===== src/rtl/axi_pcie_multififo_accel.sv =====
// NUM_CH independent host-loopback FIFOs behind one AXI-Lite slave on the PCIe clock.
// Per channel: DATA push/pop, STATUS with W1C sticky errors, CTRL (irq_en/flush), THRESH.
module axi_pcie_multififo_accel #(
  parameter int DATA_WIDTH = 32,
  parameter int ADDR_WIDTH = 8,
  parameter int NUM_CH     = 4,
  parameter int FIFO_DEPTH = 16
) (
  input  logic                    pcie_clk,
  input  logic                    pcie_rst,
  input  logic [ADDR_WIDTH-1:0]   s_axi_awaddr,
  input  logic                    s_axi_awvalid,
  output logic                    s_axi_awready,
  input  logic [DATA_WIDTH-1:0]   s_axi_wdata,
  input  logic [DATA_WIDTH/8-1:0] s_axi_wstrb,
  input  logic                    s_axi_wvalid,
  output logic                    s_axi_wready,
  output logic [1:0]              s_axi_bresp,
  output logic                    s_axi_bvalid,
  input  logic                    s_axi_bready,
  input  logic [ADDR_WIDTH-1:0]   s_axi_araddr,
  input  logic                    s_axi_arvalid,
  output logic                    s_axi_arready,
  output logic [DATA_WIDTH-1:0]   s_axi_rdata,
  output logic [1:0]              s_axi_rresp,
  output logic                    s_axi_rvalid,
  input  logic                    s_axi_rready,
  output logic [NUM_CH-1:0]       irq
);

  localparam int CH_W  = ADDR_WIDTH - 4;
  localparam int PTR_W = $clog2(FIFO_DEPTH);
  localparam int LVL_W = PTR_W + 1;
  localparam int STRB_W = DATA_WIDTH / 8;

  localparam logic [1:0] RESP_OKAY   = 2'b00;
  localparam logic [1:0] RESP_SLVERR = 2'b10;
  localparam logic [1:0] RESP_DECERR = 2'b11;

  localparam logic [1:0] OFF_DATA   = 2'd0;
  localparam logic [1:0] OFF_STATUS = 2'd1;
  localparam logic [1:0] OFF_CTRL   = 2'd2;
  localparam logic [1:0] OFF_THRESH = 2'd3;

  typedef enum logic {W_IDLE = 1'b0, W_RESP = 1'b1} wstate_t;
  typedef enum logic {R_IDLE = 1'b0, R_RESP = 1'b1} rstate_t;

  wstate_t r_wstate, w_wstate_nxt;
  rstate_t r_rstate, w_rstate_nxt;

  logic [DATA_WIDTH-1:0] r_mem    [NUM_CH][FIFO_DEPTH];
  logic [PTR_W-1:0]      r_wptr   [NUM_CH];
  logic [PTR_W-1:0]      r_rptr   [NUM_CH];
  logic [LVL_W-1:0]      r_level  [NUM_CH];
  logic [15:0]           r_thresh [NUM_CH];
  logic [NUM_CH-1:0]     r_ovf, r_unf, r_irq_en, r_irq;

  logic [1:0]            r_bresp, r_rresp;
  logic [DATA_WIDTH-1:0] r_rdata;

  logic                  w_aw_fire, w_ar_fire;
  logic [CH_W-1:0]       w_wch, w_rch;
  logic [1:0]            w_woff, w_roff;
  logic                  w_wch_ok, w_rch_ok, w_strb_full;
  logic [NUM_CH-1:0]     w_wdec, w_rdec, w_full, w_empty;
  logic [NUM_CH-1:0]     w_push, w_pop, w_flush, w_ovf_set, w_unf_set;
  logic [NUM_CH-1:0]     w_ovf_clr, w_unf_clr, w_ctrl_wr, w_thr_wr;
  logic [1:0]            w_bresp, w_rd_resp;
  logic [DATA_WIDTH-1:0] w_rd_data, w_cand;
  logic                  w_unused;

  assign w_wch       = s_axi_awaddr[ADDR_WIDTH-1:4];
  assign w_woff      = s_axi_awaddr[3:2];
  assign w_rch       = s_axi_araddr[ADDR_WIDTH-1:4];
  assign w_roff      = s_axi_araddr[3:2];
  assign w_wch_ok    = (int'(w_wch) < NUM_CH);
  assign w_rch_ok    = (int'(w_rch) < NUM_CH);
  assign w_strb_full = (s_axi_wstrb == {STRB_W{1'b1}});
  assign w_unused    = ^{s_axi_awaddr[1:0], s_axi_araddr[1:0]};

  // Write FSM state register
  always_ff @(posedge pcie_clk) begin
    if (pcie_rst) r_wstate <= W_IDLE;
    else          r_wstate <= w_wstate_nxt;
  end

  // Write FSM next state; AW and W are accepted together in one cycle
  always_comb begin
    w_wstate_nxt = r_wstate;
    w_aw_fire    = 1'b0;
    case (r_wstate)
      W_IDLE: begin
        if (s_axi_awvalid && s_axi_wvalid && !pcie_rst) begin
          w_aw_fire    = 1'b1;
          w_wstate_nxt = W_RESP;
        end else begin
          w_wstate_nxt = W_IDLE;
        end
      end
      W_RESP: begin
        if (s_axi_bready) w_wstate_nxt = W_IDLE;
        else              w_wstate_nxt = W_RESP;
      end
      default: w_wstate_nxt = W_IDLE;
    endcase
  end

  // Read FSM state register
  always_ff @(posedge pcie_clk) begin
    if (pcie_rst) r_rstate <= R_IDLE;
    else          r_rstate <= w_rstate_nxt;
  end

  // Read FSM next state
  always_comb begin
    w_rstate_nxt = r_rstate;
    w_ar_fire    = 1'b0;
    case (r_rstate)
      R_IDLE: begin
        if (s_axi_arvalid && !pcie_rst) begin
          w_ar_fire    = 1'b1;
          w_rstate_nxt = R_RESP;
        end else begin
          w_rstate_nxt = R_IDLE;
        end
      end
      R_RESP: begin
        if (s_axi_rready) w_rstate_nxt = R_IDLE;
        else              w_rstate_nxt = R_RESP;
      end
      default: w_rstate_nxt = R_IDLE;
    endcase
  end

  assign s_axi_awready = w_aw_fire;
  assign s_axi_wready  = w_aw_fire;
  assign s_axi_arready = w_ar_fire;
  assign s_axi_bvalid  = (r_wstate == W_RESP);
  assign s_axi_rvalid  = (r_rstate == R_RESP);
  assign s_axi_bresp   = r_bresp;
  assign s_axi_rresp   = r_rresp;
  assign s_axi_rdata   = r_rdata;
  assign irq           = r_irq;

  // Per-channel decode and event strobes; full/empty use the pre-cycle level
  always_comb begin
    w_wdec = {NUM_CH{1'b0}};
    w_rdec = {NUM_CH{1'b0}};
    w_full = {NUM_CH{1'b0}};
    w_empty = {NUM_CH{1'b0}};
    w_push = {NUM_CH{1'b0}};
    w_pop = {NUM_CH{1'b0}};
    w_flush = {NUM_CH{1'b0}};
    w_ovf_set = {NUM_CH{1'b0}};
    w_unf_set = {NUM_CH{1'b0}};
    w_ovf_clr = {NUM_CH{1'b0}};
    w_unf_clr = {NUM_CH{1'b0}};
    w_ctrl_wr = {NUM_CH{1'b0}};
    w_thr_wr = {NUM_CH{1'b0}};
    for (int c = 0; c < NUM_CH; c++) begin
      w_wdec[c]    = w_wch_ok && (int'(w_wch) == c);
      w_rdec[c]    = w_rch_ok && (int'(w_rch) == c);
      w_full[c]    = (r_level[c] == LVL_W'(FIFO_DEPTH));
      w_empty[c]   = (r_level[c] == {LVL_W{1'b0}});
      w_push[c]    = w_aw_fire && w_wdec[c] && (w_woff == OFF_DATA) && w_strb_full && !w_full[c];
      w_ovf_set[c] = w_aw_fire && w_wdec[c] && (w_woff == OFF_DATA) && w_strb_full && w_full[c];
      w_ovf_clr[c] = w_aw_fire && w_wdec[c] && (w_woff == OFF_STATUS) && s_axi_wstrb[3] && s_axi_wdata[24];
      w_unf_clr[c] = w_aw_fire && w_wdec[c] && (w_woff == OFF_STATUS) && s_axi_wstrb[3] && s_axi_wdata[25];
      w_ctrl_wr[c] = w_aw_fire && w_wdec[c] && (w_woff == OFF_CTRL) && s_axi_wstrb[0];
      w_flush[c]   = w_ctrl_wr[c] && s_axi_wdata[1];
      w_thr_wr[c]  = w_aw_fire && w_wdec[c] && (w_woff == OFF_THRESH);
      w_pop[c]     = w_ar_fire && w_rdec[c] && (w_roff == OFF_DATA) && !w_empty[c];
      w_unf_set[c] = w_ar_fire && w_rdec[c] && (w_roff == OFF_DATA) && w_empty[c];
    end
  end

  // Write response code for the transfer being accepted
  always_comb begin
    w_bresp = RESP_OKAY;
    if (!w_wch_ok) begin
      w_bresp = RESP_DECERR;
    end else if ((w_woff == OFF_DATA) && (!w_strb_full || |(w_wdec & w_full))) begin
      w_bresp = RESP_SLVERR;
    end else begin
      w_bresp = RESP_OKAY;
    end
  end

  // Read data/response mux; unselected channels contribute zero
  always_comb begin
    w_rd_data = {DATA_WIDTH{1'b0}};
    w_cand    = {DATA_WIDTH{1'b0}};
    for (int c = 0; c < NUM_CH; c++) begin
      case (w_roff)
        OFF_DATA:   w_cand = w_empty[c] ? {DATA_WIDTH{1'b0}} : r_mem[c][r_rptr[c]];
        OFF_STATUS: w_cand = DATA_WIDTH'({6'b0, r_unf[c], r_ovf[c], 6'b0, w_full[c], w_empty[c],
                                          16'(r_level[c])});
        OFF_CTRL:   w_cand = DATA_WIDTH'(r_irq_en[c]);
        OFF_THRESH: w_cand = DATA_WIDTH'(r_thresh[c]);
        default:    w_cand = {DATA_WIDTH{1'b0}};
      endcase
      w_rd_data = w_rd_data | (w_rdec[c] ? w_cand : {DATA_WIDTH{1'b0}});
    end
    w_rd_resp = !w_rch_ok ? RESP_DECERR :
                (((w_roff == OFF_DATA) && |(w_rdec & w_empty)) ? RESP_SLVERR : RESP_OKAY);
  end

  // Response registers, loaded at address acceptance and held until handshake
  always_ff @(posedge pcie_clk) begin
    if (pcie_rst) begin
      r_bresp <= 2'b00;
      r_rresp <= 2'b00;
      r_rdata <= {DATA_WIDTH{1'b0}};
    end else begin
      if (w_aw_fire) r_bresp <= w_bresp;
      if (w_ar_fire) begin
        r_rresp <= w_rd_resp;
        r_rdata <= w_rd_data;
      end
    end
  end

  // FIFO storage; contents are don't-care while the level says empty
  always_ff @(posedge pcie_clk) begin
    for (int c = 0; c < NUM_CH; c++) begin
      if (w_push[c]) r_mem[c][r_wptr[c]] <= s_axi_wdata;
    end
  end

  // Per-channel pointers, level, sticky errors, control and registered irq
  always_ff @(posedge pcie_clk) begin
    if (pcie_rst) begin
      for (int c = 0; c < NUM_CH; c++) begin
        r_wptr[c]   <= {PTR_W{1'b0}};
        r_rptr[c]   <= {PTR_W{1'b0}};
        r_level[c]  <= {LVL_W{1'b0}};
        r_thresh[c] <= 16'h0000;
      end
      r_ovf    <= {NUM_CH{1'b0}};
      r_unf    <= {NUM_CH{1'b0}};
      r_irq_en <= {NUM_CH{1'b0}};
      r_irq    <= {NUM_CH{1'b0}};
    end else begin
      for (int c = 0; c < NUM_CH; c++) begin
        // flush overrides a same-cycle pop; the pop already captured the old head
        if (w_flush[c]) begin
          r_wptr[c]  <= {PTR_W{1'b0}};
          r_rptr[c]  <= {PTR_W{1'b0}};
          r_level[c] <= {LVL_W{1'b0}};
        end else begin
          if (w_push[c]) r_wptr[c] <= r_wptr[c] + 1'b1;
          if (w_pop[c])  r_rptr[c] <= r_rptr[c] + 1'b1;
          if (w_push[c] && !w_pop[c])      r_level[c] <= r_level[c] + 1'b1;
          else if (w_pop[c] && !w_push[c]) r_level[c] <= r_level[c] - 1'b1;
        end
        r_ovf[c] <= w_ovf_set[c] | (r_ovf[c] & ~w_ovf_clr[c]);
        r_unf[c] <= w_unf_set[c] | (r_unf[c] & ~w_unf_clr[c]);
        if (w_ctrl_wr[c]) r_irq_en[c] <= s_axi_wdata[0];
        if (w_thr_wr[c] && s_axi_wstrb[0]) r_thresh[c][7:0]  <= s_axi_wdata[7:0];
        if (w_thr_wr[c] && s_axi_wstrb[1]) r_thresh[c][15:8] <= s_axi_wdata[15:8];
        r_irq[c] <= r_irq_en[c] && (r_thresh[c] != 16'h0000) && (16'(r_level[c]) >= r_thresh[c]);
      end
    end
  end

endmodule


===== config.mk =====
export PLATFORM = sky130hd
export DESIGN_NAME = axi_pcie_multififo_accel
export DESIGN_NICKNAME = d
export VERILOG_FILES = /design/src/rtl/axi_pcie_multififo_accel.sv
export SDC_FILE = /design/constraint.sdc
export NUM_CORES = 2
export LEC_CHECK = 0
export ABC_AREA = 1
export CORE_AREA = 2 2 407 409
export DETAILED_ROUTE_END_ITERATION = 8
export DIE_AREA = 0 0 409 411
export PLACE_DENSITY = 0.77
export SLEW_MARGIN = 20
export SYNTH_ARGS = -nofsm -noshare
export SYNTH_HDL_FRONTEND = slang
export SYNTH_SLANG_ARGS = --single-unit

===== constraint.sdc =====
create_clock -name pcie_clk -period 3.1 [get_ports pcie_clk]
set_input_delay 0.31 -clock pcie_clk [delete_from_list [all_inputs] [get_ports pcie_clk]]
set_output_delay 0.31 -clock pcie_clk [all_outputs]
set_load 0.1 [all_outputs]

==> metrics.txt <==
first-pass GRT wire length=388 mm; top area cells in the synthesized netlist=edfxtp_1 70%, nand2_1 8.4%, nand3_1 5.3%, nor2_1 3.8%, o21ai_0 2.6%; layout cell share with drive strength beyond 1=10.3%; WL/cell=24.6 um; status=finished, final reports clean; Hold Startpoint=s_axi_wdata[28]; Synth top cells by count=2164 x edfxtp_1, 2079 x nand2_1, 990 x nand3_1; fin util=64.6%; fmax=343 MHz; Syn Nets=8375; DR iter-0 viols=10211; Slew @ Worst Pin=1160 ps; startpoint type of the worst setup path=flop; vias in the first global route=61574; core footprint=164000 um2; antenna viol nets, final=0; Post-Syn Area per Cell=11.2 um2; Clock Latency Late Sink=870 ps; unrepaired setup endpoints after global routing=no; CTS HTree Levels=4; hold slack final=17.4 ps; Starting Density=56.7%; initial antenna violation count=14; Num CTS Buffers=213; die height=411 um; FFs w/ async S/R, synth=0%; worst vdd ir=0.000582 V; DP HPWL=163 mm; Setup CP Type=flop to flop; Top FF cell, synth=edfxtp_1; Final period util=94.0%; Arr. time, crit path=3430 ps; maximum capacitance violations=0; final-report max-slew violation count=0; Cell Area, Synth=93000 um2; Clock Path Buffers=3; port bufs=99; share of the synthesized area in the top cell type=69.9%; clk slew on worst S/H paths=60 ps; most common cell in the synthesized netlist=edfxtp_1; CTS root buf=clkbuf_16; Post-CTS Hold Buffers=12; worst flop-to-flop path startpoint=r_level[0][10]; Final Power=62.4 mW; setup TNS=0 ps; Hold Violations, Final=0; origin of the worst setup path=r_level[0][10]; Routability Congestion=0.979; Leak=39.3 nW; clock skew=35.8 ps; Post-CTS Setup Bufs=0; via count=65016; global route total overflow=0; clock sink count=2218; Synth area leader=edfxtp_1; DP Worst Slack=13.4 ps; CTS tree=done; Post-synth EDFFs=2164; count of cell types in the netlist=47; overall die area=168000 um2; Final setup viols=0; sequential fraction of the synthesis area=71.1%; Tmin final=2910 ps; final WL=266 mm; class of the worst hold path=primary input to flop; die width=409 um; critical path endpoint category=flop; number of cells produced by synthesis=8264; DRT Pass-1 Iters=7; row count=149; slew margin rel.=23.0%; Synth-to-Final Area Change=14.0%; Ys Warns=0; Nets=8577; Ports=104; pwr dens=589 nW/um2; total global-route track usage=31.2%; Resize count post-CTS=0; DRC=0; critical path peak fanout=32; Vias/cell=6.00; CP required=3620 ps; setup ws final=187 ps; largest net degree at the start of global routing=144; post-synthesis register bit count=2218
-- state kept, by name, indices dropped and copies added (netlist names), 16 cells and up --
name	cells
s_axi_rdata	32
r_rptr	16
r_level	20
r_wptr	16
r_mem	2048
r_thresh	64
-- worst paths after layout --
path | endpoint | depth (start not counted) | slack, ps
max reg2reg | r_mem[2][11] | 10 | 190
min | r_mem[0][252] | 1 | 20
min reg2reg | s_axi_rresp[0] | 2 | 450
max | r_mem[2][11] | 10 | 190
-- area by class of cell --
class	instances	area, um2
clock buffers	268	5640
diodes	3	7.51
multi-input cells	5035	23200
well taps	2189	2740
repair buffers	447	4840
inverters	551	2100
fillers	11600	57900
flip-flops and latches	2218	66100
clock inverters	131	1350
-- cell families (layout without fill, tap and decap cells) --
group	count (synthesis)	count (layout)	synth area share, %
AOI/OAI and AO/OA	843	843	5.08
xor gates and xnor gates	35	35	0.330
adders and majority gates	52	52	0.700
buffers and inverters	1011	1397	4.52
DFF	2218	2218	71.1
muxes	2	2	0.0229
other	0	3	0
and+or+nand+nor	4103	4103	18.3
-- power breakdown --
group,total (mW),internal [mW],switching [mW]
clock,25.9,14.5,11.4
sequential,33.0,32.9,0.103
combinational,3.43,0.832,2.60
total,62.4,48.3,14.1
-- worst max-delay path, stage by stage, from the launching register on --
cell and delay (ps):
edfxtp_1 500, inv_1 140, ha_1 210, nand2_1 90
nor2_1 100, inv_1 240, nand3_2 270, inv_2 210
nand2_1 280, nor2_4 210, buf_12 280
-- placed cells by master, fill, tap and decap left out, types with 54 or more instances in the layout --
cell type / instances
edfxtp_1: 2164
nand2_1: 2079
nand3_1: 990
nor2_1: 865
inv_1: 507
o21ai_0: 492
buf_4: 266
clkbuf_16: 214
buf_12: 118
o211ai_1: 115
o22ai_1: 81
nor2_4: 71
o21ai_1: 62
dfxtp_1: 54
-- routing by layer --
layer  routed length [um]  part of all wire (%)  global-route usage [%]  vias up
met5                   87                 0.033                       0        -
met4                13800                   5.2                    16.0       14
met3                32600                    12                    6.90      589
met2               120000                    45                    47.5     4224
met1                99700                    37                    42.7    31301
li1                     -                     -                       -    28888
-- metrics by stage --
stage                     instance area [um2]  instances
final                                  106000      10842
after CTS                              106000      10839
after global routing                   106000      10839
after floorplan                         93100       8264
after global placement                  98800      10428
after detailed placement                98800      10428
Note: power is estimated with default switching activity, not from simulation.
